`src/rtl/fwd_hazard_ctrl.sv`:
```
// fwd_hazard_ctrl: control side of the EX-stage operand forwarding path of a
// 5-stage pipeline. Shadows destination-register info of the ID/EX, EX/MEM
// and MEM/WB stages and derives operand-mux selects, load-use stall and
// bubble insertion from that state.
//
// Ports:
//   clk_i, rst_i             clock (rising edge), asynchronous active-low reset
//   id_valid_i               ID stage holds a real instruction
//   id_rs_i, id_rt_i         ID source registers
//   id_dst_i                 ID destination register (after RegDst select)
//   id_regwrite_i            ID instruction writes the register file
//   id_memread_i             ID instruction is a load
//   id_use_rt_i              ID instruction reads rt
//   flush_i                  discard the ID instruction (branch/jump taken)
//   fwd_a_sel_o, fwd_b_sel_o operand mux selects: 00 regfile, 01 MEM/WB, 10 EX/MEM
//   stall_o                  hold PC and IF/ID this cycle (load-use hazard)
//   idex_bubble_o            ID/EX slot holds a bubble
//   id_byp_a_o, id_byp_b_o   (FWD_ID_BYPASS_EN only) MEM/WB writes id_rs_i / id_rt_i
//
// Optional feature macro: FWD_ID_BYPASS_EN adds the ID-stage write-back bypass
// outputs for use with a read-before-write register file.

module fwd_hazard_ctrl #(
    parameter int unsigned REG_AW             = 5,
    parameter int unsigned NUM_STAGES_TRACKED = 3
) (
    input  logic              clk_i,
    input  logic              rst_i,
    input  logic              id_valid_i,
    input  logic [REG_AW-1:0] id_rs_i,
    input  logic [REG_AW-1:0] id_rt_i,
    input  logic [REG_AW-1:0] id_dst_i,
    input  logic              id_regwrite_i,
    input  logic              id_memread_i,
    input  logic              id_use_rt_i,
    input  logic              flush_i,
    output logic [1:0]        fwd_a_sel_o,
    output logic [1:0]        fwd_b_sel_o,
    output logic              stall_o,
`ifdef FWD_ID_BYPASS_EN
    output logic              id_byp_a_o,
    output logic              id_byp_b_o,
`endif
    output logic              idex_bubble_o
);

    if (NUM_STAGES_TRACKED != 3) begin : g_bad_stages
        $error("fwd_hazard_ctrl supports exactly 3 tracked stages");
    end

    typedef struct packed {
        logic              valid;
        logic [REG_AW-1:0] rs;
        logic [REG_AW-1:0] rt;
        logic              use_rt;
        logic [REG_AW-1:0] dst;
        logic              regwrite;
        logic              memread;
    } idex_t;

    typedef struct packed {
        logic              valid;
        logic [REG_AW-1:0] dst;
        logic              regwrite;
        logic              memread;
    } stage_t;

    idex_t  idex_d, idex_q;
    stage_t exmem_d, exmem_q;
    stage_t memwb_d, memwb_q;
    logic   stall;

    // A stage supplies register r only if it really writes it; r0 is hardwired zero.
    function automatic logic stage_writes(stage_t s, logic [REG_AW-1:0] r);
        return s.valid & s.regwrite & (s.dst == r) & (r != '0);
    endfunction

    // Load in EX whose result the ID instruction needs: hold ID one cycle.
    // A flush kills the ID instruction, so it cannot cause a stall.
    always_comb begin
        stall = id_valid_i & ~flush_i & idex_q.valid & idex_q.memread &
                (idex_q.dst != '0) &
                ((idex_q.dst == id_rs_i) | (id_use_rt_i & (idex_q.dst == id_rt_i)));
    end

    always_comb begin
        idex_d.valid    = id_valid_i;
        idex_d.rs       = id_rs_i;
        idex_d.rt       = id_rt_i;
        idex_d.use_rt   = id_use_rt_i;
        idex_d.dst      = id_dst_i;
        idex_d.regwrite = id_regwrite_i;
        idex_d.memread  = id_memread_i;
        if (stall || flush_i) begin
            idex_d = '0;
        end
    end

    // Downstream of ID never freezes: stages always advance.
    always_comb begin
        exmem_d.valid    = idex_q.valid;
        exmem_d.dst      = idex_q.dst;
        exmem_d.regwrite = idex_q.regwrite;
        exmem_d.memread  = idex_q.memread;
        memwb_d          = exmem_q;
    end

    always_ff @(posedge clk_i or negedge rst_i) begin
        if (!rst_i) begin
            idex_q  <= '0;
            exmem_q <= '0;
            memwb_q <= '0;
        end else begin
            idex_q  <= idex_d;
            exmem_q <= exmem_d;
            memwb_q <= memwb_d;
        end
    end

    // EX/MEM checked first: the newest producer wins on a double hit. A load in
    // EX/MEM never matches a consumer in EX thanks to the load-use stall.
    always_comb begin
        fwd_a_sel_o = 2'b00;
        if (stage_writes(exmem_q, idex_q.rs)) begin
            fwd_a_sel_o = 2'b10;
        end else if (stage_writes(memwb_q, idex_q.rs)) begin
            fwd_a_sel_o = 2'b01;
        end

        fwd_b_sel_o = 2'b00;
        if (idex_q.use_rt) begin
            if (stage_writes(exmem_q, idex_q.rt)) begin
                fwd_b_sel_o = 2'b10;
            end else if (stage_writes(memwb_q, idex_q.rt)) begin
                fwd_b_sel_o = 2'b01;
            end
        end
    end

    assign stall_o       = stall;
    assign idex_bubble_o = ~idex_q.valid;

`ifdef FWD_ID_BYPASS_EN
    assign id_byp_a_o = stage_writes(memwb_q, id_rs_i);
    assign id_byp_b_o = stage_writes(memwb_q, id_rt_i);
`endif

    // Load flag is carried into MEM/WB for completeness; nothing consumes it there.
    logic unused_memwb_memread;
    assign unused_memwb_memread = memwb_q.memread;

endmodule

```
`config.mk`:
```
export PLATFORM = sky130hd
export DESIGN_NAME = fwd_hazard_ctrl
export DESIGN_NICKNAME = d
export VERILOG_FILES = /design/src/rtl/fwd_hazard_ctrl.sv
export SDC_FILE = /design/constraint.sdc
export NUM_CORES = 1
export LEC_CHECK = 0
export CELL_PAD_IN_SITES_DETAIL_PLACEMENT = 0
export CELL_PAD_IN_SITES_GLOBAL_PLACEMENT = 1
export CORE_MARGIN = 2
export CORE_UTILIZATION = 25
export CTS_CLUSTER_SIZE = 10
export DETAILED_ROUTE_END_ITERATION = 10
export PLACE_DENSITY = 0.52
export REMOVE_ABC_BUFFERS = 1
export SLEW_MARGIN = 20
export SYNTH_ARGS = -nofsm -noshare
export SYNTH_HDL_FRONTEND = slang
export SYNTH_SLANG_ARGS = --single-unit
```
`constraint.sdc`:
```
create_clock -name clk_i -period 1.9 [get_ports clk_i]
set_input_delay 0.19 -clock clk_i [delete_from_list [all_inputs] [get_ports clk_i]]
set_output_delay 0.19 -clock clk_i [all_outputs]
set_load 0.01 [all_outputs]
```
**Word level (Yosys, flattened, before mapping)**

Index checks and enable logic that the tools add are counted.

- Bits in registers: 33
- Bits of input ports: 22
- Output and inout bits: 6
- Logic and storage cells: 48

- Equal/unequal tests: 6
- Mux-type cells: 6
- Bitwise gates (word level): 19
- Reduce and logical (&&, ||, !) cells: 4

Operators with widths:

| operator | count |
|---|---|
| $eq A5 B5 Y1 | 6 |
| $mux W19 | 1 |
| $and A1 B1 Y1 | 16 |
| $reduce_bool A5 Y1 | 3 |
| $mux W2 | 3 |
| $mux W1 | 2 |
| $not A1 Y1 | 2 |
| $logic_or A1 B1 Y1 | 1 |
| $or A1 B1 Y1 | 1 |

**Depth between registers and ports, before layout**

- Depth after elaboration: 8
- Depth in mapped cells: 5
- Gate-level depth less buffers: 4

**Least setup slack after synthesis**

No wires, ideal clock.

- Path kind: register -> output
- Start: register idex_q[14] (netlist name)
- End: output port fwd_a_sel_o[0]
- Arrival time: 1.462 ns
- Data required time: 1.710 ns
- Path slack: 0.248 ns
- Stages on the path, launching flop included: 5
- Buffers on the path: 0
- Cells stage by stage: dfrtp_1 -> or4_4 -> nor2_4 -> nor3_2 -> nor4_2

- Longest elaborated chain between the ends: 5
- Elaborated cells on any way between the ends: 9
- Classes of those cells: eq/ne: 2; mux: 2; bitwise: 4; reduce/logical: 1

Ends and longest elaborated chain:

| what | RTL line | source |
|---|---|---|
| start, declared | 68 | `idex_t idex_d, idex_q;` |
| start signal, assigned | 114 | `idex_q <= idex_d;` |
| $eq A5 B5 Y1 | 75 | `return s.valid & s.regwrite & (s.dst == r) & (r != '0);` |
| $and A1 B1 Y1 (2 in a row) | 75 |  |
| $mux W1 | 126 | `end else if (stage_writes(memwb_q, idex_q.rs)) begin` |
| $mux W2 (*) | 124 | `if (stage_writes(exmem_q, idex_q.rs)) begin` |
| end, declared | 37 | `output logic [1:0] fwd_a_sel_o,` |

Mark *: on every way between the ends. The rest lies on a longest branch, timed or not.

**Worst setup path in the final report**

- Start: register idex_q[9] (netlist name)
- End: output port fwd_b_sel_o[0]

- Longest elaborated chain between the ends: 6
- Elaborated cells on any way between the ends: 10
- Classes of those cells: eq/ne: 2; mux: 3; bitwise: 4; reduce/logical: 1

Ends and longest elaborated chain:

| what | RTL line | source |
|---|---|---|
| $eq A5 B5 Y1 | 75 |  |
| $and A1 B1 Y1 (2 in a row) | 75 |  |
| $mux W1 | 134 | `end else if (stage_writes(memwb_q, idex_q.rt)) begin` |
| $mux W2 (*) | 132 | `if (stage_writes(exmem_q, idex_q.rt)) begin` |
| $mux W2 (*) | 131 | `if (idex_q.use_rt) begin` |
| end, declared | 38 | `output logic [1:0] fwd_b_sel_o,` |

Marks and branches as above.

==> results.py <==
metrics = {
    "die": {
        "die-area_um2": 6726,
        "die_h_um": 82.01,
        "initial_core_util": 0.2585,
        "rows": 28,
        "core_um2": 5886,
        "num_io_pins": 28,
        "dieWidth_um": 82.01,
    },
    "clock_tree": {
        "clk_pin_slew_worst_paths_ns": 0.06,
        "numCtsBuffers": 5,
        "worstSkewPairLatency_ns": 0.28,
        "cts_tree": "yes",
        "htree_levels": 2,
        "cts-root-buf": "clkbuf_8",
        "clockBufferDepth": 2,
        "clock-sinks": 33,
    },
    "critical_path": {
        "start_kind": "flip-flop",
        "timing.rr.start": "exmem_d[2]",
        "r2r_setup_slack_ns": 0.48,
        "critPathRequiredTime_ns": 1.71,
        "setup.worst_path.start": "idex_q[9]",
        "worst_r2r_path_depth": 5,
        "crit_fanout": 2,
        "path_class": "reg -> out",
        "cp-endpoint": "fwd_b_sel_o[0]",
        "r2r_end": "idex_q[7]",
        "cp-end-kind": "output pin",
        "worstPathArrival_ns": 1.75,
    },
    "yosys": {
        "ys_warn_count": 0,
        "synth_ff_type": "dfrtp_1",
        "synth.ff_latch_count": 33,
        "synth_area_um2": 1521,
        "synthCells": 135,
        "async_reset_ff_frac": 1.000,
        "seq_area_frac_synth": 0.5428,
        "post_synth_num_cell_types": 19,
        "synth_edf_count": 0,
        "syn_avg_cell_area_um2": 11.27,
    },
    "timing": {
        "fin_crit_ns": 1.939,
        "worst_slew_pin_slew_ns": 0.4191,
        "skew_ns": 0.004098,
        "hold_ws_ns": 0.3021,
        "finalSetupViolCount": 2,
        "slew_headroom": 0.7206,
        "drv_slew": 0,
        "finalWorstSetupSlack_ns": -0.03877,
        "fin_tns_setup_ns": -0.07454,
        "max_freq_ghz": 0.5158,
        "hold_viol_final": 0,
        "rsz0062_at_grt": "yes",
        "finalCritPeriodShare": 1.020,
    },
    "detailed_routing": {
        "routedWlPerCell_um": 12.83,
        "wirelength_um": 3298,
        "drtIter0Drc": 36,
        "postRouteAntennaNets": 0,
        "dr.pass1.iters": 4,
        "vias": 1098,
        "via_per_inst": 4.272,
        "drc": 0,
    },
    "placement": {
        "dpl.hpwl_um": 2566,
        "io_buffers": 27,
        "placed_cell_area_um2": 1989,
        "gpl.final_weighted_congestion": 0.7065,
    },
    "global_route": {
        "grt_pass1_wl_um": 5713,
        "grt_pass1_vias": 1162,
        "grt_max_degree": 34,
        "grt_usage": 0.1160,
        "grt.overflow.total": 0,
        "antenna_found_initial": 0,
    },
    "layout": {
        "n_antenna_cell": 0,
        "drive_above_1_share": 0.2253,
        "post-route-util": 0.3554,
        "finish.instance_area_um2": 2092,
        "finish.net_count": 204,
        "syn_to_final_growth_pct": 37.50,
    },
    "power_and_ir_drop": {
        "leakagePower_nw": 0.8565,
        "cellPowerDensity_nw_per_um2": 726.2,
        "total_power_mw": 1.519,
        "vdd_drop_max_v": 0.0002757,
    },
    "worst_hold_path": {
        "hold_path.class": "in -> async",
    },
    "run_status": {
        "status": "finished, violations left",
        "violations": "setup timing",
    },
    "flow_run": {
        "cap_violations": 0,
    },
}
==> how the worst min path moves through the flow <==
| stage | start | to | slack, ns | cells after the start |
|---|---|---|---|---|
| after floorplan | rst_i | exmem_d[0] | -0.11 | 0 |
| after global placement | exmem_d[1] | exmem_q[1] | 0.34 | 0 |
| after detailed placement | exmem_d[1] | exmem_q[1] | 0.34 | 0 |
| after CTS | rst_i | exmem_d[4] | 0.32 | 2 |
| after global routing | rst_i | exmem_d[4] | 0.34 | 2 |
| final | rst_i | exmem_d[4] | 0.30 | 2 |
==> synth_stat cells, types with 2 or more instances <==
cell	instances	share of area
a21oi_1	20	0.066
and2_1	2	0.0082
clkbuf_1	5	0.012
dfrtp_1	33	0.54
nand2_1	2	0.0049
nand2b_1	19	0.078
nand3_1	4	0.013
nand4_1	6	0.025
nor2_4	2	0.015
nor3_1	2	0.0066
nor4_2	2	0.016
or4_4	2	0.015
xnor2_1	30	0.17
==> repair_timing <==
| item | CTS | global route |
|---|---|---|
| endpoints found under the hold margin | 0 | 0 |
| hold buffers | 0 | 0 |
| setup endpoints to repair | 5 | 4 |
| pin swaps | 1 | 0 |
| resized for setup | 21 | 2 |
| buffers inserted | 1 | 1 |
==> routing by layer <==
metal / GRT usage / vias to the layer above / wire length (um)
li1: - / 547 / -
met1: 0.1391 / 519 / 1415
met2: 0.1959 / 26 / 1663
met3: 0.03956 / 6 / 180
met4: 0.03500 / 0 / 39
met5: 0 / - / 0
==> worst max-delay path, cell delays in order (launching register included) <==
cell	delay (ns)
dfrtp_1	0.38
or4_4	0.55
nor2_4	0.11
nor3_2	0.06
nor4_2	0.22
buf_2	0.16
==> flip-flops by register name, summed over array words and instances (netlist names) <==
name,cells
exmem_d,8
memwb_q,7
exmem_q,7
idex_q,11
==> logic make-up after synthesis <==
kind of cell / synth area share
buffers and inverters: 0.01809
AOI/OAI and AO/OA: 0.06991
and+or+nand+nor: 0.1965
DFF: 0.5428
xor gates and xnor gates: 0.1727
==> power breakdown <==
part           internal (mW)  total (mW)  switching [mW]
Clock                  0.287       0.518           0.231
Combinational          0.136       0.228          0.0924
Sequential             0.739       0.773          0.0334
==> final cells by class <==
type | count | area, um2
repair buffers | 46 | 392.9
multi-input cells | 95 | 686.9
fillers | 622 | 3794
flip-flops and latches | 33 | 828.3
inverters | 1 | 3.754
clock buffers | 7 | 86.33
well taps | 75 | 93.84
==> metrics by stage <==
| step | cells | setup slack, ns |
|---|---|---|
| after floorplan | 129 | 0.01867 |
| after global placement | 248 | -0.1548 |
| after detailed placement | 248 | -0.1863 |
| after CTS | 256 | -0.07390 |
| after global routing | 257 | -0.1465 |
| final | 257 | -0.03877 |
==> layout by cell type (no fill, tap or decap) <==
master           instances
a21oi_1                 20
and2_1                   2
buf_2                    4
buf_4                   19
clkbuf_1                 1
clkbuf_8                 6
clkdlybuf4s15_1          1
clkdlybuf4s50_1         22
dfrtp_1                 31
dfrtp_2                  2
inv_1                    1
nand2_1                  2
nand2b_1                19
nand3_1                  4
nand4_1                  6
nand4b_1                 1
nor2_1                   1
nor2_4                   2
nor3_1                   1
nor3_2                   2
nor4_2                   2
o22ai_2                  1
or4_4                    2
xnor2_1                 29
xnor2_2                  1
No activity file was read; power rests on OpenSTA's default activity.
